==> src/rtl/clock_divider_pkg.sv <==
// Shared helpers for the clock divider bank: index width and the stopped-divider value.
package clock_divider_pkg;

    localparam int unsigned DIV_STOP = 0;

    function automatic int unsigned ch_idx_w(input int unsigned n);
        return (n <= 1) ? 1 : $clog2(n);
    endfunction

endpackage

==> src/rtl/clock_divider_channel.sv <==
// One divider channel: counter, phase boundary, shadow/active ratio and optional tick.
// Tick flops exist only when CLOCK_DIVIDER_BANK_TICK_EN is defined.
module clock_divider_channel import clock_divider_pkg::*; #(
    parameter int unsigned CNT_W       = 32,
    parameter int unsigned DEFAULT_DIV = 5
) (
    input  logic             clk,
    input  logic             rst_n,
    input  logic             en,
    input  logic             sync,
    input  logic             wr_en,
    input  logic [CNT_W-1:0] wr_div,
    output logic             pending,
    output logic             clk_out,
    output logic             tick
);

    typedef struct packed {
        logic [CNT_W-1:0] counter;
        logic [CNT_W-1:0] active_div;
        logic [CNT_W-1:0] shadow_div;
        logic             out;
    } ch_state_t;

    localparam logic [CNT_W-1:0] STOP_VAL  = CNT_W'(DIV_STOP);
    localparam logic [CNT_W-1:0] RESET_DIV = CNT_W'(DEFAULT_DIV);

    ch_state_t        state_q, state_d;
    logic             pending_q, pending_d;
    logic [CNT_W-1:0] shadow_next;
    logic             stopped;
    logic             boundary;

    always_comb begin
        shadow_next = wr_en ? wr_div : state_q.shadow_div;
        stopped     = (state_q.active_div == STOP_VAL);
        // A stopped channel has no phase to finish, so every cycle acts as a boundary.
        boundary    = stopped || (state_q.counter == state_q.active_div - CNT_W'(1));

        state_d            = state_q;
        state_d.shadow_div = shadow_next;
        pending_d          = pending_q | wr_en;

        if (en) begin
            if (sync) begin
                state_d.counter    = '0;
                state_d.out        = 1'b0;
                state_d.active_div = shadow_next;
                pending_d          = 1'b0;
            end else if (boundary) begin
                state_d.counter    = '0;
                state_d.active_div = shadow_next;
                state_d.out        = (stopped || (shadow_next == STOP_VAL)) ? 1'b0 : ~state_q.out;
                pending_d          = 1'b0;
            end else begin
                state_d.counter = state_q.counter + CNT_W'(1);
            end
        end
    end

    always_ff @(posedge clk or negedge rst_n) begin
        if (!rst_n) begin
            state_q.counter    <= '0;
            state_q.active_div <= RESET_DIV;
            state_q.shadow_div <= RESET_DIV;
            state_q.out        <= 1'b0;
            pending_q          <= 1'b0;
        end else begin
            state_q   <= state_d;
            pending_q <= pending_d;
        end
    end

    assign pending = pending_q;
    assign clk_out = state_q.out;

`ifdef CLOCK_DIVIDER_BANK_TICK_EN
    logic tick_q;

    // Output only rises through a normal boundary toggle; sync and stop force it low.
    always_ff @(posedge clk or negedge rst_n) begin
        if (!rst_n) begin
            tick_q <= 1'b0;
        end else begin
            tick_q <= state_d.out & ~state_q.out;
        end
    end

    assign tick = tick_q;
`else
    assign tick = 1'b0;
`endif

endmodule

==> src/rtl/clock_divider_bank.sv <==
// Bank of run-time programmable square-wave dividers; top decodes the config index.
// Optional tick output enabled by CLOCK_DIVIDER_BANK_TICK_EN.
module clock_divider_bank import clock_divider_pkg::*; #(
    parameter int unsigned NUM_CH      = 4,
    parameter int unsigned CNT_W       = 32,
    parameter int unsigned DEFAULT_DIV = 5
) (
    input  logic                              clk,
    input  logic                              rst_n,
    input  logic [NUM_CH-1:0]                 en,
    input  logic                              sync,
    input  logic                              cfg_we,
    input  logic [ch_idx_w(NUM_CH)-1:0]       cfg_ch,
    input  logic [CNT_W-1:0]                  cfg_div,
    output logic [NUM_CH-1:0]                 pending,
    output logic [NUM_CH-1:0]                 clk_out,
    output logic [NUM_CH-1:0]                 tick
);

    localparam int unsigned CH_IDX_W = ch_idx_w(NUM_CH);

    logic [NUM_CH-1:0] wr_en;

    // Indices at or above NUM_CH match no channel and are dropped.
    always_comb begin
        wr_en = '0;
        for (int i = 0; i < NUM_CH; i++) begin
            wr_en[i] = cfg_we && (cfg_ch == CH_IDX_W'(i));
        end
    end

    for (genvar g = 0; g < NUM_CH; g++) begin : g_ch
        clock_divider_channel #(
            .CNT_W       (CNT_W),
            .DEFAULT_DIV (DEFAULT_DIV)
        ) u_ch (
            .clk     (clk),
            .rst_n   (rst_n),
            .en      (en[g]),
            .sync    (sync),
            .wr_en   (wr_en[g]),
            .wr_div  (cfg_div),
            .pending (pending[g]),
            .clk_out (clk_out[g]),
            .tick    (tick[g])
        );
    end

endmodule

==> config.mk <==
export PLATFORM = sky130hd
export DESIGN_NAME = clock_divider_bank
export DESIGN_NICKNAME = d
export VERILOG_FILES = /design/src/rtl/clock_divider_pkg.sv /design/src/rtl/clock_divider_channel.sv /design/src/rtl/clock_divider_bank.sv
export SDC_FILE = /design/constraint.sdc
export NUM_CORES = 1
export LEC_CHECK = 0
export CAP_MARGIN = 20
export CORE_ASPECT_RATIO = 0.5
export CORE_MARGIN = 10
export CORE_UTILIZATION = 55
export CTS_BUF_LIST = sky130_fd_sc_hd__clkbuf_8
export DETAILED_ROUTE_END_ITERATION = 6
export GPL_TIMING_DRIVEN = 0
export PLACE_DENSITY = 0.79
export RECOVER_POWER = 100
export SLEW_MARGIN = 20
export SYNTH_ARGS = -nofsm -noshare
export SYNTH_HDL_FRONTEND = slang
export SYNTH_HIERARCHICAL = 1
export SYNTH_SLANG_ARGS = --single-unit
==> constraint.sdc <==
create_clock -name clk -period 8.5 [get_ports clk]
set_input_delay 2.125 -clock clk [delete_from_list [all_inputs] [get_ports clk]]
set_output_delay 2.125 -clock clk [all_outputs]
set_load 0.1 [all_outputs]
==> flow_summary.toml <==
[run_status]
status = "finished, violations left"
violations = "max-capacitance violations, max-slew violations"

[cts]
cts.repair.resized = 0
cts.path.max_buffers = 3
cts_buffers = 55
root_buffer = "clkbuf_8"
cts_setup_buffers = 0
cts_tree = "done"
clk_pin_slew_worst_paths_ns = 0.07
ctsHoldBuffers = 0
insertion_delay_ns = 0.63
clock-sinks = 392
cts_max_level = 2

[setup_path]
worstPathCellList = "inv_1 > ha_1 > nor4b_1 > and4_1 > clkbuf_1 > nand2_1 > xnor2_1 > or4_1 > or4_1 > o22ai_1 > clkbuf_1 > clkbuf_1 > nor2_1"
crit_fanout = 10
crit_top_cell = "clkbuf_1"
slowest_delay_ns = 0.85
path_class = "flop to flop"
cp.required_ns = 8.97
start_kind = "flop"
worst_setup_path_end_kind = "flop"
worst_ep_arrival_time_ns = 6.20
cp_slowest_cell = "o22ai_1"

[route]
drc = 0
wl_per_cell_microns = 19.85
viasPerCell = 5.961
final_antenna_net_count = 0
drt_iter0_drc = 1206
dr.pass1.iters = 5
drt_wl_total_mm = 51.20
num_vias = 15370

[final_layout]
syn_to_final_growth_pct = 10.36
num_antenna_cells = 0
final_cell_mix = "dfrtp_1, mux2_1, nor2_1, xnor2_1, xor2_1"
layout_commonest_cell = "dfrtp_1"
fin_cells = 2579
nFillCells = 2938
drive_above_1_share = 0.07818
ff_latch_area_sq_um = 9829
multi_input_area_sq_um = 10540
nets = 2096

[floorplan]
initial_core_util = 0.5589
top_level_ports = 54
core-area_sq_um = 37470
die_h_microns = 158.0
rows = 50
dieArea_sq_um = 46760
die_x_microns = 296.0

[yosys]
synth_area_leaders = "dfrtp_1, mux2_2, xnor2_1, xor2_1, mux2_1"
async_flop_share = 1.000
synth_area_sq_um = 20950
avgSynthCellArea_sq_um = 10.84
seq_area_frac_synth = 0.4693
synth_cell_types = 67
syn_nets = 1986
ys_warn_count = 6
yosys.area.top_type_share = 0.4492
synth_edf_count = 0
yosys.area.top_type = "dfrtp_1"
ys_ff_latch = 392
synthFlopType = "dfrtp_1"
syn-instance-count = 1932

[place]
dpl.hpwl_mm = 37.77
io_buffers = 49
gp_congestion = 0.9102
place_inst = 2479

[power]
p_leak_nw = 9.320
p_per_area_nw_per_um2 = 226.7
p_comb_frac = 0.233
p_int_mw = 3.514
total_power_mw = 5.239
netSwitchingFraction = 0.3293
seqPwrFrac = 0.476
ir_worst_vdd_mv = 0.1220
p_switching_mw = 1.725
clockPowerShare = 0.291

[timing]
grt_setup_unrepaired = "false"
tightest_slew_ns = 3.987
finalSetupViolCount = 0
setup_tns_ns = 0
post-route-min-period_ns = 5.737
max_freq_ghz = 0.1743
slew_headroom = -1.658
hold_viol = 0
finClkSkew_ns = 0.02854
maxSlewViolCount = 70
period_share = 0.6749

[job]
drv_cap = 1

[global_routing]
grt_pass1_wl_mm = 82.62
gr-usage-all-layers = 0.2209
grt_pass1_vias = 15160
antenna_found_initial = 6
grt_max_degree = 95
overflow = 0

[hold_path]
min_path_type = "flop to flop"
## cells by family after synthesis
| logic type | after synthesis | share of synthesized area |
|---|---|---|
| simple gates | 728 | 0.1865 |
| xor+xnor | 288 | 0.1204 |
| compound gates | 136 | 0.04731 |
| mux | 270 | 0.1444 |
| flops | 392 | 0.4693 |
| buf+inv | 102 | 0.02413 |
| fa+ha+maj | 12 | 0.007168 |
| other cells | 4 | 0.0007166 |
## layer usage
metal / global-route usage / share of wire / up-vias / routed length, microns
met3: 0.06305 / 0.088 / 60 / 4489
met1: 0.3133 / 0.46 / 7693 / 23770
met5: 0 / 0 / - / 0
met2: 0.3278 / 0.43 / 484 / 22100
li1: - / - / 7136 / -
met4: 0.05602 / 0.016 / 0 / 831
## registers in the layout, indices dropped and copies added, names as in the netlist
register / cells
g_ch.u_ch/state_q: 384
g_ch.u_ch/clk_out: 4
g_ch.u_ch/pending: 4
## Yosys cell counts (6+ instances only)
cell type  instances
nor3_1            64
ha_1              12
and3b_1            6
dfstp_2           16
o22ai_1            8
mux2i_1           12
and2_1             6
o211ai_1          14
nand3_1           66
nor3b_1            6
buf_2              8
or4_1             28
buf_4             18
nor2_1           200
nand3b_1          10
nor4_1            66
o21ai_0           20
mux2_1            96
nor2b_1           18
inv_1             26
nand2_1           94
o2bb2ai_1          6
a21oi_1           22
nand2b_1          12
or3_1             20
clkbuf_1          44
o311ai_0           8
and4_1            12
xnor2_1          164
nand4_1           44
a31oi_1           16
o31ai_1            6
dfrtp_1          376
mux2_2           162
buf_6              6
and3_1            34
nand4b_1          10
xor2_1           124
## cell type report
type / instances / area share
inverters: 26 / 0.004222
plain buffers: 76 / 0.01321
multi-input cells: 1438 / 0.4558
clock buffers: 69 / 0.04108
repair buffers: 53 / 0.02571
well taps: 494 / 0.02674
flip-flops and latches: 392 / 0.4252
clock inverters: 31 / 0.008011
## metrics by stage
step | hold WS, ns | cell area, sq um | utilization | setup WS [ns]
2_1_floorplan | 0.4820 | 20950 | - | 4.209
3_3_place_gp | 0.4734 | 22050 | 0.5885 | -11.62
3_5_place_dp | 0.4849 | 22170 | 0.5916 | 2.797
4_1_cts | 0.5008 | 23300 | 0.6219 | 3.456
5_1_grt | 0.5319 | 23110 | 0.6168 | 2.392
6_report | 0.4894 | 23110 | 0.6168 | 2.763
## worst paths after layout
check | start | endpoint | slack, ns | depth (start not counted)
setup / recovery | g_ch[0].u_ch/state_q[34] | g_ch[0].u_ch/state_q[71] | 2.76 | 13
hold / removal | g_ch[0].u_ch/pending | g_ch[0].u_ch/pending | 0.49 | 2
setup reg to reg | g_ch[0].u_ch/state_q[34] | g_ch[0].u_ch/state_q[71] | 2.76 | 13
hold reg to reg | g_ch[0].u_ch/pending | g_ch[0].u_ch/pending | 0.49 | 2
max in group asynchronous | rst_n | g_ch[0].u_ch/state_q[74] | 3.36 | 1
min in group asynchronous | rst_n | g_ch[2].u_ch/state_q[76] | 2.90 | 1
## power groups by stage
stage,Clock [mW],Combinational (mW),Sequential (mW)
after detailed placement,0,1.24,2.52
final,1.52,1.22,2.49
after floorplan,0,0.921,2.44
after global routing,1.64,1.34,2.53
after CTS,1.55,1.25,2.49
after global placement,0,1.20,2.52
## worst max-delay path: cells and delay by family (launching register included)
family                     cells  cell delay [ns]
DFF                            1             0.43
buffers and inverters          4             1.48
AOI/OAI and AO/OA              1             0.85
adders and majority gates      1             0.26
xor gates and xnor gates       1             0.13
and+or+nand+nor                6             2.43
Power figures use the tool's default switching activity.
